File: src/rtl/tm_shiftreg_sequencer.sv
`default_nettype none
// ============================================================================
// Module   : tm_shiftreg_sequencer
// Purpose  : Serialises a wide configuration word into the TM shift-register
//            chain MSB-first with a programmable-rate serial clock, captures
//            the bits returned from the end of the chain, pulses the parallel
//            load strobe and flags a readback mismatch against the word
//            written by the previous sequence.
// Ports    : clk_in   - control clock
//            rst      - asynchronous reset, active-high
//            data_in  - configuration word from the combiner
//            start    - single-cycle request to begin a write sequence
//            div      - sr_clk half-period in clk_in cycles (0 behaves as 1)
//            sr_clk   - serial shift clock to the TM register
//            sr_din   - serial data to the TM register
//            sr_load  - parallel-load strobe to the TM register
//            sr_dout  - serial data returned from the end of the chain
//            busy     - high while a sequence is in progress
//            done     - one-cycle pulse at sequence end
//            data_rb  - word captured from sr_dout during the last sequence
//            mismatch - data_rb differed from the previously written word
// Revision : 1.0 - initial release
// ============================================================================
module tm_shiftreg_sequencer #(
    parameter int DATA_WIDTH = 170,
    parameter int DIV_WIDTH  = 8,
    parameter int CNT_WIDTH  = 8
) (
    input  logic                  clk_in,
    input  logic                  rst,
    input  logic [DATA_WIDTH-1:0] data_in,
    input  logic                  start,
    input  logic [DIV_WIDTH-1:0]  div,
    output logic                  sr_clk,
    output logic                  sr_din,
    output logic                  sr_load,
    input  logic                  sr_dout,
    output logic                  busy,
    output logic                  done,
    output logic [DATA_WIDTH-1:0] data_rb,
    output logic                  mismatch
);

    localparam logic [DIV_WIDTH-1:0] DIV_ONE  = DIV_WIDTH'(1);
    localparam logic [CNT_WIDTH-1:0] CNT_ONE  = CNT_WIDTH'(1);
    localparam logic [CNT_WIDTH-1:0] LAST_BIT = CNT_WIDTH'(DATA_WIDTH - 1);

    typedef enum logic [2:0] {
        ST_IDLE     = 3'd0,
        ST_SHIFT_LO = 3'd1,
        ST_SHIFT_HI = 3'd2,
        ST_LOAD     = 3'd3,
        ST_FINISH   = 3'd4
    } state_t;

    state_t                state_q, state_d;
    logic [DATA_WIDTH-1:0] shadow_q, shadow_d;
    logic [DATA_WIDTH-1:0] readback_q, readback_d;
    logic [DATA_WIDTH-1:0] prev_word_q, prev_word_d;
    logic [DATA_WIDTH-1:0] data_rb_q, data_rb_d;
    logic [DIV_WIDTH-1:0]  div_lat_q, div_lat_d;
    logic [DIV_WIDTH-1:0]  div_cnt_q, div_cnt_d;
    logic [CNT_WIDTH-1:0]  bit_cnt_q, bit_cnt_d;
    logic                  sr_clk_q, sr_clk_d;
    logic                  sr_din_q, sr_din_d;
    logic                  sr_load_q, sr_load_d;
    logic                  busy_q, busy_d;
    logic                  done_q, done_d;
    logic                  mismatch_q, mismatch_d;
    logic                  phase_end;

    always_ff @(posedge clk_in or posedge rst) begin
        if (rst) begin
            state_q     <= ST_IDLE;
            shadow_q    <= '0;
            readback_q  <= '0;
            prev_word_q <= '0;
            data_rb_q   <= '0;
            div_lat_q   <= DIV_ONE;
            div_cnt_q   <= '0;
            bit_cnt_q   <= '0;
            sr_clk_q    <= 1'b0;
            sr_din_q    <= 1'b0;
            sr_load_q   <= 1'b0;
            busy_q      <= 1'b0;
            done_q      <= 1'b0;
            mismatch_q  <= 1'b0;
        end else begin
            state_q     <= state_d;
            shadow_q    <= shadow_d;
            readback_q  <= readback_d;
            prev_word_q <= prev_word_d;
            data_rb_q   <= data_rb_d;
            div_lat_q   <= div_lat_d;
            div_cnt_q   <= div_cnt_d;
            bit_cnt_q   <= bit_cnt_d;
            sr_clk_q    <= sr_clk_d;
            sr_din_q    <= sr_din_d;
            sr_load_q   <= sr_load_d;
            busy_q      <= busy_d;
            done_q      <= done_d;
            mismatch_q  <= mismatch_d;
        end
    end

    // Last cycle of the current d-cycle phase (SHIFT_LO, SHIFT_HI or LOAD).
    assign phase_end = (div_cnt_q == (div_lat_q - DIV_ONE));

    always_comb begin
        state_d     = state_q;
        shadow_d    = shadow_q;
        readback_d  = readback_q;
        prev_word_d = prev_word_q;
        data_rb_d   = data_rb_q;
        div_lat_d   = div_lat_q;
        div_cnt_d   = div_cnt_q;
        bit_cnt_d   = bit_cnt_q;
        mismatch_d  = mismatch_q;

        case (state_q)
            ST_IDLE: begin
                if (start) begin
                    shadow_d   = data_in;
                    div_lat_d  = (div == '0) ? DIV_ONE : div;
                    div_cnt_d  = '0;
                    bit_cnt_d  = '0;
                    readback_d = '0;
                    state_d    = ST_SHIFT_LO;
                end
            end

            ST_SHIFT_LO: begin
                if (phase_end) begin
                    div_cnt_d = '0;
                    state_d   = ST_SHIFT_HI;
                    // The chain advances on the rising sr_clk that follows this
                    // edge, so sr_dout still holds the bit about to leave it.
                    readback_d = {readback_q[DATA_WIDTH-2:0], sr_dout};
                end else begin
                    div_cnt_d = div_cnt_q + DIV_ONE;
                end
            end

            ST_SHIFT_HI: begin
                if (phase_end) begin
                    div_cnt_d = '0;
                    // Rotate rather than shift: only the MSB is ever driven,
                    // and after DATA_WIDTH rotations the shadow again holds the
                    // word latched at start, which becomes prev_word.
                    shadow_d  = {shadow_q[DATA_WIDTH-2:0], shadow_q[DATA_WIDTH-1]};
                    bit_cnt_d = bit_cnt_q + CNT_ONE;
                    state_d   = (bit_cnt_q == LAST_BIT) ? ST_LOAD : ST_SHIFT_LO;
                end else begin
                    div_cnt_d = div_cnt_q + DIV_ONE;
                end
            end

            ST_LOAD: begin
                if (phase_end) begin
                    div_cnt_d = '0;
                    state_d   = ST_FINISH;
                    // Results update on the edge entering FINISH so they are
                    // already valid while done is high.
                    data_rb_d   = readback_q;
                    mismatch_d  = (readback_q != prev_word_q);
                    prev_word_d = shadow_q;
                end else begin
                    div_cnt_d = div_cnt_q + DIV_ONE;
                end
            end

            ST_FINISH: begin
                state_d = ST_IDLE;
            end

            default: begin
                state_d = ST_IDLE;
            end
        endcase

        // Outputs are decoded from the next state and registered, so they
        // change on the same edge as the state they belong to.
        sr_clk_d  = (state_d == ST_SHIFT_HI);
        sr_din_d  = ((state_d == ST_SHIFT_LO) || (state_d == ST_SHIFT_HI))
                    ? shadow_d[DATA_WIDTH-1] : 1'b0;
        sr_load_d = (state_d == ST_LOAD);
        busy_d    = (state_d == ST_SHIFT_LO) || (state_d == ST_SHIFT_HI) ||
                    (state_d == ST_LOAD);
        done_d    = (state_d == ST_FINISH);
    end

    assign sr_clk   = sr_clk_q;
    assign sr_din   = sr_din_q;
    assign sr_load  = sr_load_q;
    assign busy     = busy_q;
    assign done     = done_q;
    assign data_rb  = data_rb_q;
    assign mismatch = mismatch_q;

endmodule
`default_nettype wire
File: config.mk
export PLATFORM = sky130hd
export DESIGN_NAME = tm_shiftreg_sequencer
export DESIGN_NICKNAME = d
export VERILOG_FILES = /design/src/rtl/tm_shiftreg_sequencer.sv
export SDC_FILE = /design/constraint.sdc
export NUM_CORES = 1
export LEC_CHECK = 0
export CORE_MARGIN = 10
export CORE_UTILIZATION = 30
export DETAILED_ROUTE_END_ITERATION = 16
export PLACE_DENSITY = 0.48
export SYNTH_ARGS = -nofsm -noshare
export SYNTH_HDL_FRONTEND = slang
export SYNTH_SLANG_ARGS = --single-unit
File: constraint.sdc
create_clock -name clk_in -period 22.5 [get_ports clk_in]
set_input_delay 3.375 -clock clk_in [delete_from_list [all_inputs] [get_ports clk_in]]
set_output_delay 3.375 -clock clk_in [all_outputs]
set_load 0.01 [all_outputs]
==> impl_metrics.yaml, run 1 <==
synth:
  yosys_most_used_dff: "dfrtp_1"
  netlist-cell-type-count: 53
  synth-edff-count: 0
  synthTopCellsByArea: "dfrtp_1 57%, mux2_4 13%, a221o_1 5.4%, nand2_1 4.7%, and2_1 3.4%"
  yosysMostFrequentCell: "dfrtp_1"
  async_flop_share_pct: 100
  synth_nets: 2677
  ys_seq_elements: 713
  synth_top_area_share_pct: 56.8
  syn_area_um2: 31300
  netlist_top_cells_count: "712 x dfrtp_1, 392 x nand2_1, 280 x mux2_4"
  synth_area_per_cell_um2: 12.6
  yosys_warnings: 0
  ys_seq_area_share_pct: 56.9
  yosysTopAreaCell: "dfrtp_1"
  synth_cells: 2491
pwr:
  finalPower_uw: 2740
  p_leak_uw: 0.0184
  vdd_ir_drop_max_mv: 0.0386
  power_density_nw_per_um2: 70.5
route:
  drt_iter0_markers: 1423
  route.antenna.remaining_nets: 0
  drt_pass1_iterations: 5
  wl_per_cell_um: 24.9
  wl_um: 105000
  m1WireLength_um: 48200
  dr_wl_met2_um: 49500
  drc: 0
  highest-signal-layer: "met5"
  wl_met3_um: 5950
  viasPerCell: 4.90
  vias: 20700
timing:
  max_freq_mhz: 166
  drv_slew: 0
  rsz0062_at_grt: "no"
  min_period_over_period_pct: 26.8
  setup_viol: 0
  fin_ws_ns: 16.46
  worst_pin_slew_ns: 1.26
  slew_headroom_pct: 15.2
  hold_violations: 0
  min_period_ns: 6.04
  fin_tns_setup_ns: 0
  skew_ns: 0.0330
floorplan:
  fp.dieH_um: 343
  dieArea_um2: 118000
  core_um2: 104000
  dieWidth_um: 343
  start_util_pct: 30.2
  rows: 118
  io_pins: 358
critical_path:
  critPathBufInv: 5
  critPathCaptureType: "asynchronous set/reset pin"
  crit_type: "primary input to asynchronous set/reset pin"
  critPathTopFamily: "buffers and inverters"
  cp_cell_sequence: "clkdlybuf4s50_1 > clkinvlp_4 > buf_12 > buf_12 > buf_4"
  worst_path_max_delay_cell: "buf_4"
  startpoint_type: "primary input"
  crit_fanout: 173
  path_common_cell: "buf_12"
  arrival_ns: 6.67
  crit_path_max_incr_delay_ns: 0.85
  worstPathRequired_ns: 23.13
placed_design:
  port_buffers: 357
  pre_cts_ws_ns: 15.42
  post_dp_cell_area_um2: 36100
  place.detailed.hpwl_um: 74900
  routabilityCongestion: 0.780
cts:
  cts_tree: "yes"
  path_clk_slew_ns: 0.06
  cts_made_buffers: 82
  cts_num_sinks: 713
  postCtsSetupBuffers: 0
  cts_resized: 0
  clkLatencyLatePin_ns: 0.65
  cts_buffer_depth: 3
  htreeDepth: 3
  cts-root-buf: "clkbuf_16"
  ctsHoldBuffers: 0
finish:
  fin_area_um2: 38900
  n_fill_cell: 9982
  drive_above_1_share_pct: 17.3
  nets: 2981
  diodes: 0
  syn2layout_area_growth_pct: 24.1
job:
  maxCapViolations: 0
global_route:
  gr-total-overflow: 0
  grt_pass1_vias: 21800
  antenna_found_initial: 4
  grt_use_total_pct: 17.5
  grt_first_pass_wirelength_um: 155000
  grt_max_degree: 206
min_path:
  hp-class: "register to register"
outcome:
  status: "completed"
power by group:
part | internal, uW | leakage [uW] | switching, uW
registers | 1280 | 0.00898 | 0
logic | 29.3 | 0.00808 | 36.9
clock network | 830 | 0.00138 | 562
total | 2140 | 0.0184 | 599
final timing paths:
| kind | cells past startpoint | from | end | slack (ns) |
|---|---|---|---|---|
| worst min register to register | 2 | data_rb[142] | data_rb[142] | 0.48 |
| max in group clk_in | 7 | start | shadow_q[48] | 17.10 |
| min in group asynchronous | 2 | rst | shadow_q[106] | 3.24 |
| worst max register to register | 10 | div_lat_q[0] | prev_word_q[58] | 17.79 |
| worst max-delay path | 5 | rst | readback_q[72] | 16.46 |
| worst min-delay path | 2 | data_rb[142] | data_rb[142] | 0.48 |
tightest hold or removal path, cell delays in order, from the launching register on:
cell and delay [ns]:
dfrtp_1 0.34, nand2_1 0.05, o21ai_0 0.06
per-layer routing:
layer / vias up / global-route usage, %
met5: - / 0
met1: 10700 / 24.0
li1: 9378 / -
met2: 576 / 28.1
met3: 97 / 3.70
met4: 2 / 4.01
kinds of logic (layout without fill, tap and decap cells):
family | after synthesis | count (layout) | synth area share (%)
AO/OA/AOI/OAI | 405 | 405 | 9.48
XOR/XNOR | 167 | 167 | 4.67
adder cells (fa/ha/maj) | 4 | 4 | 0.160
buffers and inverters | 183 | 548 | 3.04
flip-flops | 713 | 713 | 56.9
multiplexers | 332 | 332 | 15.3
AND/OR/NAND/NOR | 687 | 687 | 10.5
through the flow:
step	cells	hold slack, ns	utilization (%)
floorplan	2491	0.458	-
global placement	4091	0.471	34.8
detailed placement	4091	0.472	34.8
CTS	4236	0.486	37.5
global route	4236	0.510	37.5
finish	4236	0.480	37.5
final cells by class:
class / count / area (um2) / area share, %
Clock buffer: 119 / 2410 / 6.20
Clock inverter: 26 / 402 / 1.03
Inverter: 24 / 93.8 / 0.241
Multi-Input combinational cell: 1595 / 12600 / 32.4
Sequential cell: 713 / 17800 / 45.9
Tap cell: 1380 / 1730 / 4.44
Timing Repair Buffer: 379 / 3810 / 9.81
cells in the final DEF, fill, tap and decap left out, types with 20 or more instances in the layout:
| cell type | instances |
|---|---|
| dfrtp_1 | 712 |
| nand2_1 | 392 |
| clkdlybuf4s50_1 | 357 |
| mux2_4 | 280 |
| a21oi_1 | 175 |
| and2_1 | 170 |
| a221o_1 | 170 |
| xnor2_1 | 113 |
| clkbuf_16 | 83 |
| xor2_1 | 54 |
| mux2_2 | 51 |
| nand4_1 | 32 |
| nor4_1 | 25 |
| o21ai_0 | 24 |
| inv_1 | 22 |
| clkbuf_8 | 20 |
registers in the layout, indices dropped and copies added, names as in the netlist:
name and count:
busy 1, state_q 3, data_rb 170, readback_q 170
mismatch 1, sr_clk 1, sr_din 1, shadow_q 170
bit_cnt_q 8, prev_word_q 170, sr_load 1, div_cnt_q 8
done 1, div_lat_q 8
(Power assumes the default switching activity.)
==> run 2: changes to the inputs <==
Clock period 22.5 ns to 5.05 ns, I/O delays scaled along.
==> run 2 against run 1 <==
Against the previous run: global-route usage up 0.20 points; clock skew down 0.0022 ns; count of clock-buffer cells in the layout down 10; critical path type is now register to register.
==> impl_metrics.yaml, run 2 (synthesis results as in run 1) <==
timing:
  min_period_ns: 3.78
  hold_violations: 0
  slew_headroom_pct: 29.1
  min_period_over_period_pct: 74.8
  setup_viol: 0
  worst_pin_slew_ns: 1.06
  rsz0062_at_grt: "no"
  drv_slew: 0
  skew_ns: 0.0308
  max_freq_mhz: 265
floorplan:
  core_um2: 104000
  start_util_pct: 30.2
  io_pins: 358
  fp.dieH_um: 343
  dieWidth_um: 343
  rows: 118
  dieArea_um2: 118000
cts:
  cts_buffer_depth: 3
  cts_num_sinks: 713
  cts_tree: "yes"
  ctsHoldBuffers: 0
  cts_made_buffers: 83
  htreeDepth: 3
  path_clk_slew_ns: 0.06
  cts_resized: 0
  clkLatencyLatePin_ns: 0.65
  cts-root-buf: "clkbuf_16"
  postCtsSetupBuffers: 0
critical_path:
  reg2regPathDepth: 8
  critPathCaptureType: "register"
  crit_type: "register to register"
  worst_path_max_delay_cell: "or4_4"
  cp_cell_sequence: "inv_1 > ha_1 > nor3_1 > a31oi_1 > or3_1 > or4_4 > buf_12 > mux2_4"
  arrival_ns: 4.32
  worstPathRequired_ns: 5.59
  crit_path_max_incr_delay_ns: 0.75
  startpoint_type: "register"
  crit_fanout: 113
global_route:
  use_met2_pct: 27.2
  grt_max_degree: 205
  grt_first_pass_wirelength_um: 156000
  gr-total-overflow: 0
  grt_pass1_vias: 22100
  met3_usage_pct: 4.66
  busiest_layer: "met2"
  antenna_found_initial: 7
  grt_use_total_pct: 17.7
  met1_usage_pct: 23.7
finish:
  fin_area_um2: 39200
  final_common_cell: "dfrtp_1"
  nets: 2991
  layout_common_cells: "712 x dfrtp_1, 392 x nand2_1, 357 x clkdlybuf4s50_1, 280 x mux2_4, 175 x a21oi_1"
  drive_above_1_share_pct: 18.0
  postLayoutCoreUtil_pct: 37.8
  syn2layout_area_growth_pct: 25.1
placed_design:
  routabilityCongestion: 0.787
  port_buffers: 357
  post_dp_cell_area_um2: 36300
  place.detailed.hpwl_um: 76000
min_path:
  min_path_cells: 2
  hp-class: "register to register"
route:
  drt_pass1_iterations: 5
  drc: 0
  wl_um: 107000
  drt_iter0_markers: 1527
  vias: 21000
  viasPerCell: 4.93
  wl_per_cell_um: 25.1
  route.antenna.remaining_nets: 0
pwr:
  finalPower_uw: 12400
  p_leak_uw: 0.0186
  vdd_ir_drop_max_mv: 0.218
  power_density_nw_per_um2: 317
job:
  maxCapViolations: 0
outcome:
  status: "completed"
## run 2: changes by cell type in the layout (fill, tap and decap cells not counted), moves of 2 or more
cell       delta
buf_12       +10
clkinv_8      +2
inv_16        -2
clkbuf_1      -6
clkinv_2     +13
clkbuf_8      -4
bufinv_16     +5
## run 2: where the power goes
group | switching (uW) | total (uW) | internal, uW
clock | 2560 | 6450 | 3900
combinational | 142 | 278 | 136
sequential | 0 | 5710 | 5710
## run 2: final timing paths
kind / slack, ns / to / start
max: 1.27 / prev_word_q[21] / div_lat_q[0]
min: 0.49 / data_rb[142] / data_rb[142]
max reg2reg: 1.27 / prev_word_q[21] / div_lat_q[0]
min reg2reg: 0.49 / data_rb[142] / data_rb[142]
max in group asynchronous: 3.11 / readback_q[128] / rst
min in group asynchronous: 0.65 / data_rb[106] / rst
## run 2: area by class of cell
type | instances | area [um2]
Fill cell | 9934 | 64400
Inverter | 24 | 93.8
Tap cell | 1380 | 1730
Clock inverter | 44 | 611
Antenna cell | 1 | 2.50
Multi-Input combinational cell | 1595 | 12600
Timing Repair Buffer | 388 | 4010
Sequential cell | 713 | 17800
Clock buffer | 109 | 2330
## run 2: routing by layer
layer	share of wire, %	up-vias	wire length (um)
li1	-	9417	-
met1	45	10800	47700
met2	45	550	48300
met3	6.5	141	6980
met4	3.4	8	3640
met5	0.047	-	50
## run 2: worst max-delay path, delay by kind of cell (launching register included)
kind                     cells  cell delay (ns)
AO/OA/AOI/OAI                1             0.08
multiplexers                 1             0.51
flip-flops                   1             0.58
adder cells (fa/ha/maj)      1             0.26
buffers and inverters        2             0.36
AND/OR/NAND/NOR              3             1.53
## run 2: through the flow
step                TNS [ns]  setup WS [ns]  instances  hold slack, ns
floorplan           -3897.70          -5.47       2491           0.458
global placement           0           1.48       4100           0.465
detailed placement         0           1.51       4100           0.480
CTS                        0           1.50       4253           0.494
global route               0           1.30       4253           0.514
finish                     0           1.27       4254           0.488
==> run 3: changes to the inputs <==
Clock period 5.05 ns to 3.46 ns, I/O delays scaled along.
==> run 3 against run 2 <==
Against the previous run: first-iteration DRC count fell by 5.7%; cell count is 1.4% higher; setup slack got worse by 1.0 ns; core utilization increased by 0.53 points; flip-flop and latch count is the same.
==> impl_metrics.yaml, run 3 (synthesis results as in run 1) <==
critical_path:
  r2r-start: "div_lat_q[2]"
  crit_path_max_incr_delay_ns: 0.57
  cp.depth: 9
  cp_cell_sequence: "nor4_1 > xnor2_1 > a31oi_1 > or3_1 > buf_4 > or4_4 > buf_12 > nand2_1 > a21oi_1"
  worst_path_max_delay_cell: "or4_4"
  critPathCaptureType: "register"
  cp-endpoint: "readback_q[25]"
  crit_fanout: 96
  r2r_slack_ns: 0.23
  worstPathRequired_ns: 3.98
  reg2regPathDepth: 9
  arrival_ns: 3.75
  crit_type: "register to register"
  crit_start: "div_lat_q[2]"
  critPathBufInv: 2
  critPathTopFamily: "simple AND/OR/NAND/NOR gates"
  startpoint_type: "register"
  r2r-end: "readback_q[25]"
global_route:
  grt_max_degree: 97
  antenna_found_initial: 3
  grt_use_total_pct: 17.8
  grt_pass1_vias: 22300
  grt_first_pass_wirelength_um: 157000
  gr-total-overflow: 0
timing:
  setup_viol: 0
  drv_slew: 0
  hold_slack_ns: 0.442
  rsz0062_at_grt: "no"
  min_period_over_period_pct: 93.3
  slew_headroom_pct: 32.2
  fin_ws_ns: 0.233
  worst_pin_slew_ns: 1.02
  max_freq_mhz: 310
  min_period_ns: 3.23
  hold_violations: 0
  skew_ns: 0.0249
cts:
  path_clk_slew_ns: 0.06
  cts_tree: "yes"
  cts_made_buffers: 82
  cts_num_sinks: 713
  cts-root-buf: "clkbuf_16"
  cts_buffer_depth: 3
  clkLatencyLatePin_ns: 0.64
  cts_resized: 0
  postCtsSetupBuffers: 0
  ctsHoldBuffers: 0
  htreeDepth: 3
placed_design:
  routabilityCongestion: 0.812
  pre_cts_ws_ns: 0.236
  place.detailed.hpwl_um: 79900
  port_buffers: 357
  post_dp_cell_area_um2: 37100
finish:
  drive_above_1_share_pct: 19.4
  layout_common_cells: "712 x dfrtp_1, 392 x nand2_1, 357 x clkdlybuf4s50_1, 280 x mux2_4, 175 x a21oi_1"
  fin_area_um2: 39800
  syn2layout_area_growth_pct: 26.8
  final_common_cell: "dfrtp_1"
  nets: 3058
route:
  drc: 0
  wl_um: 107000
  drt_iter0_markers: 1440
  vias: 21000
  viasPerCell: 4.88
  drt_pass1_iterations: 5
  route.antenna.remaining_nets: 0
  wl_per_cell_um: 24.8
pwr:
  intPower_uw: 13700
  p_clk_share_pct: 49.8
  seq_power_share_pct: 47.8
  p_leak_uw: 0.0189
  switching_share_pct: 21.7
  net-switching-power_uw: 3790
  power_density_nw_per_um2: 439
  finalPower_uw: 17500
  comb_power_share_pct: 2.5
  vdd_ir_drop_max_mv: 0.321
floorplan:
  dieArea_um2: 118000
  dieWidth_um: 343
  rows: 118
  start_util_pct: 30.2
  fp.dieH_um: 343
  io_pins: 358
  core_um2: 104000
min_path:
  min_path_cells: 3
  hp-class: "primary input to register"
  min-delay-start: "div[7]"
outcome:
  status: "completed"
job:
  maxCapViolations: 0
[run 3: layout make-up]
cell class,instances,area [um2]
multi-input cells,1595,12600
fillers,9895,63900
well taps,1380,1730
flip-flops and latches,713,17800
diodes,1,2.50
inverters,24,93.8
clock buffers,119,2390
clock inverters,26,285
repair buffers,456,4820
[run 3: worst reg2reg max path: cells and delay by family (launching register included)]
family / cells / cell delay [ns]
and+or+nand+nor: 4 / 1.88
AOI/OAI and AO/OA: 2 / 0.21
DFF: 1 / 0.45
buffers and inverters: 2 / 0.40
xor gates and xnor gates: 1 / 0.18
[run 3: worst min path at each step]
stage | slack, ns | end
final | 0.44 | div_lat_q[7]
after global routing | 0.44 | div_lat_q[7]
after CTS | 0.39 | div_lat_q[7]
after detailed placement | 0.48 | data_rb[168]
after global placement | 0.47 | data_rb[10]
after floorplan | 0.46 | bit_cnt_q[6]
[run 3: layer usage]
metal  part of all wire (%)  vias up  global-route usage [%]
met5                  0.028        -                       0
met4                    2.7        4                    5.54
met3                    6.7      123                    4.79
met2                     46      578                    28.0
met1                     44    10800                    23.8
li1                       -     9516                       -
[run 3: power by group through the flow]
stage | clock network [uW] | registers [uW] | logic, uW
detailed placement | 0 | 8490 | 449
floorplan | 0 | 8500 | 123
global placement | 0 | 8490 | 440
finish | 8690 | 8340 | 433
CTS | 8900 | 8340 | 452
global route | 9230 | 8330 | 483
[run 3: metrics by stage]
step	util (%)	cells	setup TNS (ns)
final	38.4	4314	0
after global routing	38.4	4313	0
after CTS	38.4	4313	0
after detailed placement	35.8	4168	0
after global placement	35.8	4168	0
after floorplan	-	2491	-4861.32
